--- src/rtl/product_accumulator.sv ---
// rtl/product_accumulator.sv - frame accumulator that sums LEN products and presents the sum with an overflow flag
// Define ACC_SAT_EN to saturate on carry-out instead of wrapping.
module product_accumulator #(
    parameter int N     = 4,
    parameter int LEN   = 8,
    parameter int ACC_W = 2*N+4
) (
    input  logic               clk,
    input  logic               rst,
    input  logic               in_valid,
    output logic               in_ready,
    input  logic [2*N-1:0]     in_prod,
    output logic               out_valid,
    input  logic               out_ready,
    output logic [ACC_W-1:0]   out_sum,
    output logic               out_ovf
);

    localparam int             CW   = $clog2(LEN+1);
    localparam logic [CW-1:0]  LAST = CW'(LEN-1);

    typedef enum logic {ACC, HOLD} state_t;

    state_t             state;
    state_t             state_next;
    logic [ACC_W-1:0]   acc;
    logic [CW-1:0]      cnt;
    logic               ovf;
    logic [ACC_W:0]     raw;
    logic [ACC_W-1:0]   acc_add;
    logic               in_fire;
    logic               out_fire;
    logic               last_term;

    assign raw = {1'b0, acc} + {{(ACC_W+1-2*N){1'b0}}, in_prod};

`ifdef ACC_SAT_EN
    // Once clamped, adding to all ones keeps carrying, so the clamp holds for the frame.
    assign acc_add = raw[ACC_W] ? {ACC_W{1'b1}} : raw[ACC_W-1:0];
`else
    assign acc_add = raw[ACC_W-1:0];
`endif

    assign in_fire   = in_valid && in_ready;
    assign out_fire  = out_valid && out_ready;
    assign last_term = (cnt == LAST);

    always_comb begin
        state_next = state;
        in_ready   = 1'b0;
        out_valid  = 1'b0;
        case (state)
            ACC: begin
                in_ready = !rst;
                if (in_fire && last_term)
                    state_next = HOLD;
            end
            HOLD: begin
                out_valid = 1'b1;
                if (out_ready)
                    state_next = ACC;
            end
            default: state_next = ACC;
        endcase
    end

    always_ff @(posedge clk or posedge rst) begin
        if (rst) begin
            state   <= ACC;
            acc     <= '0;
            cnt     <= '0;
            ovf     <= 1'b0;
            out_sum <= '0;
            out_ovf <= 1'b0;
        end else begin
            state <= state_next;
            if (in_fire) begin
                acc <= acc_add;
                cnt <= cnt + 1'b1;
                ovf <= ovf | raw[ACC_W];
                if (last_term) begin
                    out_sum <= acc_add;
                    out_ovf <= ovf | raw[ACC_W];
                end
            end else if (out_fire) begin
                acc <= '0;
                cnt <= '0;
                ovf <= 1'b0;
            end
        end
    end

endmodule

--- config.mk ---
export PLATFORM = sky130hd
export DESIGN_NAME = product_accumulator
export DESIGN_NICKNAME = d
export VERILOG_FILES = /design/src/rtl/product_accumulator.sv
export SDC_FILE = /design/constraint.sdc
export NUM_CORES = 1
export LEC_CHECK = 0
export BUFFER_PORTS_ARGS = -buffer_cell sky130_fd_sc_hd__clkbuf_2
export CORE_AREA = 5 5 80 82
export DETAILED_ROUTE_END_ITERATION = 16
export DIE_AREA = 0 0 85 87
export GPL_ROUTABILITY_DRIVEN = 0
export GPL_TIMING_DRIVEN = 0
export PLACE_DENSITY_LB_ADDON = 0.2
export SETUP_SLACK_MARGIN = 0.05
export SYNTH_ARGS = -nofsm -noshare
export SYNTH_HDL_FRONTEND = slang
export SYNTH_SLANG_ARGS = --single-unit
export TNS_END_PERCENT = 20
--- constraint.sdc ---
create_clock -name clk -period 2.3 [get_ports clk]
set_input_delay 0.115 -clock clk [delete_from_list [all_inputs] [get_ports clk]]
set_output_delay 0.115 -clock clk [all_outputs]
set_load 0.1 [all_outputs]
==> impl_metrics.json, run 1 <==
{
  "status": "complete, no violations",
  "first_pass_iters": 4,
  "netlist_top_cells_area": "dfrtp_1 (48%), o21ai_0 (8.9%), ha_1 (6.9%), nand2_1 (6.9%), nand3_1 (3.1%)",
  "drv_cap": 0,
  "vias_per_cell": 4.74,
  "fp.dieW_um": 85,
  "syn_to_final_growth_pct": 23.2,
  "worstPathArrival_ns": 2.19,
  "die_y_um": 87,
  "synth_top_area_share_pct": 47.7,
  "path_cells": "ha_1 -> fa_2 -> a211oi_2 -> o211ai_1 -> nand4_1 -> xor2_1 -> o21ai_0",
  "finalCriticalPeriod_ns": 2.04,
  "antennaDiodeCount": 0,
  "vias": 1333,
  "start_kind": "flip-flop",
  "ys_warn_count": 0,
  "htreeDepth": 2,
  "postRouteAntennaNets": 0,
  "drc": 0,
  "cts_sinks": 31,
  "synthXorXnorAreaFrac_pct": 4.31,
  "syn_area_per_cell_um2": 9.57,
  "cp_max_fo": 4,
  "rows": 28,
  "cp_slowest_cell": "fa_2",
  "yosysTopAreaCell": "dfrtp_1",
  "syn_inst": 170,
  "routedWlPerCell_um": 13.7,
  "ys_ff_latch": 31,
  "nFillCells": 599,
  "synth-simple-area-share_pct": 16.4,
  "worstPathRequired_ns": 2.45,
  "critPathKind": "flip-flop to flip-flop",
  "dr.first_iter.drc_count": 64,
  "setup_tns_ns": 0,
  "path_clk_slew_ns": 0.07,
  "maxSlewHeadroom_pct": 58.5,
  "end_kind": "flip-flop",
  "yosysSeqAreaShare_pct": 47.7,
  "clock-skew-final_ns": 0.00562,
  "ios": 27,
  "grt_pass1_vias": 1336,
  "muxShareOfSynthArea_pct": 0.692,
  "worst_pin_slew_ns": 0.622,
  "fin_crit_sh_pct": 88.8,
  "holdCritPathClass": "input pin to flip-flop",
  "grt_pass1_wl_um": 6560,
  "portBuffers": 26,
  "grt_max_degree": 32,
  "cts_tree": "yes",
  "grt_usage_pct": 11.4,
  "synth_fa_ha_area_share_pct": 8.15,
  "syn-num-nets": 192,
  "rsz0062_at_grt": "no",
  "final_cell_area_mm2": 0.00200,
  "synth_top_family_by_area": "compound AO/OA/AOI/OAI gates",
  "syn_area_mm2": 0.00163,
  "dieArea_mm2": 0.00740,
  "critical_path.top_delay_family": "adder cells",
  "yosys.cell_types.count": 31,
  "synth_compound_area_share_pct": 20.5,
  "drt-total-wl_um": 3860,
  "start_util_pct": 28.7,
  "finalNetCount": 227,
  "peakVddDrop_mv": 0.545,
  "design.core.area_mm2": 0.00568,
  "antenna_found_initial": 0,
  "power_leakage_nw": 0.923,
  "slowest_delay_ns": 0.39,
  "dpl-instance-area_mm2": 0.00186,
  "final_layout_size_suffix_gt1_share_pct": 21.8,
  "max_freq_mhz": 490,
  "finalHoldViolations": 0,
  "setup_viol": 0,
  "clockBufferDepth": 2,
  "clk_latency_ns": 0.28,
  "hpwl_um": 2720,
  "p_per_area_mw_per_mm2": 1380,
  "overflow": 0,
  "final_max_slew_viol_count": 0,
  "numCtsBuffers": 5,
  "path_buf_inv": 0,
  "cts_root_buf": "clkbuf_8"
}
## Yosys cell counts, drive strengths merged
cell and count:
o31ai 2, nand4 3, xor2 4, nor3b 2, o22ai 1, clkbuf 6
a22o 1, nand3 10, and3 1, a21oi 7, a2bb2oi 1, nand4b 1
mux2 1, o21ai 29, ha 9, inv 4, o41ai 1, a211oi 2
dfrtp 31, a21o 2, nand2 30, a31oi 3, xnor2 4, o211ai 4
nor2 7, or3 2, fa 1, nand2b 1
## cells by family after synthesis
| family | after synthesis |
|---|---|
| AOI/OAI and AO/OA | 53 |
| muxes | 1 |
| adders and majority gates | 10 |
| buffers and inverters | 10 |
| xor gates and xnor gates | 8 |
| and+or+nand+nor | 57 |
| DFF | 31 |
## path summary, 6_finish.rpt
check,from,end,slack (ns),cells past startpoint
min in group asynchronous,rst,state$_DFF_PP0_,0.50,3
max in group asynchronous,rst,acc[6]$_DFFE_PP0P_,1.29,4
min,out_ready,state$_DFF_PP0_,0.07,2
max reg2reg,acc[0]$_DFFE_PP0P_,acc[10]$_DFFE_PP0P_,0.26,7
min reg2reg,out_sum[1]$_DFFE_PP0P_,out_sum[1]$_DFFE_PP0P_,0.48,2
max,acc[0]$_DFFE_PP0P_,acc[10]$_DFFE_PP0P_,0.26,7
## stage by stage
step | worst slack [ns] | std cells | utilization [%] | total power, mW | hold slack (ns)
6_report | 0.258 | 281 | 35.3 | 2.77 | 0.0655
5_1_grt | 0.107 | 281 | 35.3 | 2.97 | 0.0692
4_1_cts | 0.112 | 279 | 34.5 | 2.77 | 0.0749
3_5_place_dp | 0.133 | 271 | 32.8 | 2.28 | 0.368
3_3_place_gp | 0.140 | 271 | 32.8 | 2.28 | 0.334
2_1_floorplan | 0.293 | 170 | - | 2.03 | 0.208
## cell type report
cell class / instances / area, um^2 / share of cell area, %
plain buffers: 6 / 22.5 / 1.12
well taps: 75 / 93.8 / 4.68
repair buffers: 28 / 168 / 8.36
clock buffers: 8 / 100 / 4.99
multi-input cells: 129 / 828 / 41.3
flip-flops and latches: 31 / 777 / 38.8
inverters: 4 / 15.0 / 0.749
## cells in the final DEF, fill, tap and decap left out, types with 3 or more instances in the layout
cell,instances
clkbuf_8,7
dfrtp_1,30
nand2_1,30
a21oi_1,7
nand4_1,3
nor2_1,6
clkbuf_1,7
xnor2_1,4
inv_1,4
xor2_1,4
clkbuf_2,26
ha_1,9
o21ai_0,29
nand3_1,10
## report_power, final
| group | leakage (nW) | switching (mW) | internal [mW] |
|---|---|---|---|
| clock network | 0.0515 | 0.202 | 0.273 |
| registers | 0.406 | 0.143 | 0.735 |
| logic | 0.466 | 1.01 | 0.402 |
## worst reg2reg max path, cell delays in order, from the launching register on
cell	delay (ns)
dfrtp_1	0.38
ha_1	0.23
fa_2	0.39
a211oi_2	0.26
o211ai_1	0.19
nand4_1	0.16
xor2_1	0.20
o21ai_0	0.10
## state kept, by name, indices dropped and copies added, names as in the netlist
register  count
cnt           4
acc          12
out_ovf       1
out_sum      12
ovf           1
state         1
## metal layers
metal / global-route usage (%) / up-vias / part of all wire (%)
li1: - / 678 / -
met1: 15.1 / 625 / 47
met2: 17.8 / 23 / 46
met3: 3.22 / 7 / 4.9
met4: 3.88 / 0 / 1.2
met5: 0 / - / 0
## timing repair
| action | CTS | global route |
|---|---|---|
| buffers inserted | 0 | 0 |
| resized for setup | 0 | 2 |
| setup endpoints to repair | 0 | 4 |
| hold buffers | 0 | 1 |
| endpoints found under the hold margin | 0 | 13 |
(Power assumes the default switching activity.)
==> run 2, diff against run 1 <==
CTS_BUF_LIST = sky130_fd_sc_hd__clkbuf_2   (was not set)
==> impl_metrics.json, run 2 (synthesis results as in run 1) <==
{
  "status": "complete, no violations",
  "design.core.area_mm2": 0.00568,
  "drc": 0,
  "setup_tns_ns": 0,
  "cts_sinks": 31,
  "die_y_um": 87,
  "ios": 27,
  "nFillCells": 616,
  "routedWlPerCell_um": 13.9,
  "rsz0062_at_grt": "no",
  "dr.first_iter.drc_count": 82,
  "first_pass_iters": 4,
  "fin_crit_sh_pct": 89.1,
  "largest_registers": "acc x12, out_sum x12, cnt x4",
  "regArea_um2": 777,
  "drv_cap": 0,
  "start_util_pct": 28.7,
  "antenna_found_initial": 0,
  "peakVddDrop_mv": 0.514,
  "fin_util_pct": 34.4,
  "holdCritPathClass": "input pin to flip-flop",
  "dpl-instance-area_mm2": 0.00186,
  "fp.dieW_um": 85,
  "path_clk_slew_ns": 0.17,
  "finalCriticalPeriod_ns": 2.05,
  "cts_tree": "yes",
  "syn_to_final_growth_pct": 20.0,
  "vias": 1352,
  "final_cell_area_mm2": 0.00195,
  "postRouteAntennaNets": 0,
  "layout_commonest_cell": "clkbuf_2",
  "max_freq_mhz": 488,
  "dieArea_mm2": 0.00740,
  "drt-total-wl_um": 3910,
  "finalNetCount": 228,
  "portBuffers": 26,
  "post_cts_buffers": 0,
  "cts_root_buf": "clkbuf_2",
  "grt_usage_pct": 11.6,
  "end_kind": "flip-flop",
  "p_per_area_mw_per_mm2": 1310,
  "grt_max_degree": 32,
  "rows": 28,
  "grt_pass1_vias": 1337,
  "setup_viol": 0,
  "maxSlewHeadroom_pct": 58.2,
  "worstPathRequired_ns": 2.57,
  "final_cell_mix": "clkbuf_2 (32), nand2_1 (30), dfrtp_1 (30)",
  "clockBufferDepth": 2,
  "finalHoldViolations": 0,
  "cp_max_fo": 4,
  "numCtsBuffers": 5,
  "worstPathArrival_ns": 2.32,
  "clock-skew-final_ns": 0.0204,
  "multi_input_area_um2": 828,
  "clk_latency_ns": 0.38,
  "overflow": 0,
  "power_leakage_nw": 0.904,
  "hpwl_um": 2720,
  "critPathKind": "flip-flop to flip-flop",
  "htreeDepth": 2,
  "vias_per_cell": 4.79,
  "worst_pin_slew_ns": 0.626,
  "final_layout_size_suffix_gt1_share_pct": 21.3,
  "grt_pass1_wl_um": 6620,
  "final_max_slew_viol_count": 0,
  "antennaDiodeCount": 0,
  "start_kind": "flip-flop"
}
-- run 2: power breakdown --
part | total (mW) | switching [mW] | internal (mW)
combinational | 1.41 | 1.01 | 0.403
clock | 0.264 | 0.191 | 0.0731
sequential | 0.875 | 0.144 | 0.731
-- run 2: worst paths after layout --
path	to	cells past startpoint	slack (ns)	startpoint
setup / recovery	acc[10]$_DFFE_PP0P_	7	0.25	acc[0]$_DFFE_PP0P_
hold / removal	out_sum[0]$_DFFE_PP0P_	4	0.09	in_prod[0]
setup reg to reg	acc[10]$_DFFE_PP0P_	7	0.25	acc[0]$_DFFE_PP0P_
hold reg to reg	out_sum[1]$_DFFE_PP0P_	2	0.50	out_sum[1]$_DFFE_PP0P_
max in group asynchronous	acc[6]$_DFFE_PP0P_	4	1.37	rst
min in group asynchronous	out_sum[1]$_DFFE_PP0P_	3	0.40	rst
-- run 2: per-stage QoR --
step / power [mW] / worst slack (ns) / instances / hold slack [ns]
after floorplan: 2.03 / 0.293 / 170 / 0.208
after global placement: 2.28 / 0.140 / 271 / 0.334
after detailed placement: 2.28 / 0.133 / 271 / 0.368
after CTS: 2.56 / 0.111 / 280 / 0.0794
after global routing: 2.77 / 0.0872 / 282 / 0.0762
final: 2.55 / 0.252 / 282 / 0.0859
-- run 2: cell type report --
class | count | area share (%)
tap | 75 | 4.81
inverter | 4 | 0.769
clock inverter | 2 | 0.385
buffer | 6 | 1.15
sequential | 31 | 39.8
clock buffer | 6 | 1.54
multi-input combinational | 129 | 42.4
timing repair buffer | 29 | 9.10
-- run 2: worst max-delay path, cell delays in order (launching register included) --
cell and delay [ns]:
dfrtp_1 0.41, ha_1 0.23, fa_2 0.39, a211oi_2 0.26
o211ai_1 0.19, nand4_1 0.16, xor2_1 0.21, o21ai_0 0.10
-- run 2: what timing repair did --
action | 4_1_cts | 5_1_grt
resized for setup | 0 | 2
endpoints found under the setup margin | 0 | 4
hold buffers | 1 | 1
hold endpoints to repair | 1 | 13
-- run 2: layer usage --
layer  vias to the layer above  wire length, um  track usage [%]
li1                        680                -                -
met1                       639             1840             15.7
met2                        25             1850             17.5
met3                         8              154             3.22
met4                         0               64             4.75
met5                         -                0                0
==> run 3, diff against run 2 <==
BUFFER_PORTS_ARGS = not set   (was -buffer_cell sky130_fd_sc_hd__clkbuf_2)
DONT_BUFFER_PORTS = 1   (was not set)
==> impl_metrics.json, run 3 (synthesis results as in run 1) <==
{
  "status": "complete, no violations",
  "power_frac_comb_pct": 33.9,
  "drt-total-wl_um": 3830,
  "cts_sinks": 31,
  "reg2reg_setup_slack_ns": 0.18,
  "finalNetCount": 203,
  "syn_to_final_growth_pct": 13.0,
  "pre_cts_slack_ns": 0.0726,
  "portBuffers": 0,
  "clockBufferDepth": 2,
  "finalHoldViolations": 0,
  "drc": 0,
  "rows": 28,
  "ios": 27,
  "worst-r2r-cell-count": 4,
  "nFillCells": 615,
  "setup_tns_ns": 0,
  "p_sw_mw": 1.32,
  "antenna_found_initial": 0,
  "design.core.area_mm2": 0.00568,
  "power_leakage_nw": 0.795,
  "start_util_pct": 28.7,
  "final_cells": 256,
  "whs_endpoint": "cnt[1]$_DFFE_PP0P_",
  "routedWlPerCell_um": 14.9,
  "setup_viol": 0,
  "reg2reg_from": "state$_DFF_PP0_",
  "fin_ws_ns": 0.180,
  "cts_root_buf": "clkbuf_2",
  "cts_tree": "yes",
  "path_clk_slew_ns": 0.18,
  "cp_max_fo": 10,
  "grt_max_degree": 32,
  "hpwl_um": 2810,
  "dpl-instance-area_mm2": 0.00173,
  "regArea_um2": 779,
  "fp.dieW_um": 85,
  "fin_util_pct": 32.4,
  "htreeDepth": 2,
  "die_y_um": 87,
  "final_layout_size_suffix_gt1_share_pct": 11.6,
  "overflow": 0,
  "final_cell_area_mm2": 0.00184,
  "clock-skew-final_ns": 0.0260,
  "p_per_area_mw_per_mm2": 1350,
  "final_cell_mix": "nand2_1 (30), dfrtp_1 (30), o21ai_0 (29)",
  "dp.cells": 245,
  "drv_cap": 0,
  "rsz0062_at_grt": "yes",
  "max_freq_mhz": 472,
  "hp-start": "out_ready",
  "whs_ns": 0.0258,
  "vias": 1256,
  "power_frac_seq_pct": 55.5,
  "holdCritPathClass": "input pin to flip-flop",
  "numCtsBuffers": 5,
  "clockPowerShare_pct": 10.6,
  "power_mw": 2.48,
  "end_kind": "flip-flop",
  "grt_usage_pct": 11.3,
  "post_cts_buffers": 0,
  "swShare_pct": 53.3,
  "vias_per_cell": 4.91,
  "worstPathRequired_ns": 2.56,
  "finalCriticalPeriod_ns": 2.12,
  "worstReg2RegEnd": "ovf$_DFFE_PP0P_",
  "antennaDiodeCount": 0,
  "hold-path-cell-count": 3,
  "final_max_slew_viol_count": 0,
  "peakVddDrop_mv": 0.506,
  "worst_pin_slew_ns": 0.918,
  "start_kind": "flip-flop",
  "dr.first_iter.drc_count": 77,
  "fin_crit_sh_pct": 92.2,
  "postRouteAntennaNets": 0,
  "dieArea_mm2": 0.00740,
  "first_pass_iters": 4,
  "intPower_mw": 1.16,
  "grt_pass1_wl_um": 6490,
  "largest_registers": "acc x12, out_sum x12, cnt x4",
  "clk_latency_ns": 0.37,
  "grt_pass1_vias": 1349,
  "multi_input_area_um2": 833,
  "critPathKind": "flip-flop to flip-flop",
  "maxSlewHeadroom_pct": 38.8,
  "worstPathArrival_ns": 2.38
}
-- run 3: cell count changes in the layout (fill, tap and decap cells not counted), sizes merged --
cell / change
inv: -1
dlygate4sd3: +1
clkinv: -1
buf: +1
clkbuf: -26
-- run 3: layout make-up --
class	instances	share of cell area, %
Buffer	6	1.29
Clock buffer	7	1.91
Inverter	4	0.817
Multi-Input combinational cell	129	45.3
Sequential cell	31	42.4
Tap cell	75	5.11
Timing Repair Buffer	4	3.13
-- run 3: per-layer routing --
metal | global-route usage [%] | part of all wire, % | up-vias
met5 | 0 | 0 | -
met4 | 4.46 | 1.6 | 0
met3 | 5.11 | 7.2 | 8
met2 | 19.4 | 49 | 27
met1 | 12.2 | 42 | 591
li1 | - | - | 630
-- run 3: critical path, cell delays in order, from the launching register on --
cell and delay, ns:
dfrtp_4 0.68, nor2_4 0.57, nand2_1 0.18, buf_2 0.23, o41ai_1 0.34
-- run 3: worst max path at each step --
stage                        from                      end  slack, ns  cells past startpoint
2_1_floorplan     state$_DFF_PP0_      acc[11]$_DFFE_PP0P_       0.29                      5
3_3_place_gp      state$_DFF_PP0_      acc[11]$_DFFE_PP0P_       0.10                      5
3_5_place_dp      state$_DFF_PP0_          ovf$_DFFE_PP0P_       0.07                      4
4_1_cts        acc[0]$_DFFE_PP0P_  out_sum[10]$_DFFE_PP0P_       0.08                      7
5_1_grt        acc[0]$_DFFE_PP0P_  out_sum[10]$_DFFE_PP0P_       0.04                      7
6_report          state$_DFF_PP0_          ovf$_DFFE_PP0P_       0.18                      4
-- run 3: power by group through the flow --
stage / Combinational, mW / Sequential (mW) / Clock, mW
2_1_floorplan: 0.687 / 1.34 / 0
3_3_place_gp: 0.813 / 1.38 / 0
3_5_place_dp: 0.826 / 1.39 / 0
4_1_cts: 0.835 / 1.38 / 0.274
5_1_grt: 0.971 / 1.41 / 0.295
6_report: 0.840 / 1.38 / 0.264
-- run 3: repair_timing --
item	in CTS	in global routing
hold endpoints to repair	35	0
resized for setup	1	6
pin swaps	1	2
endpoints found under the setup margin	2	6
hold buffers	3	0
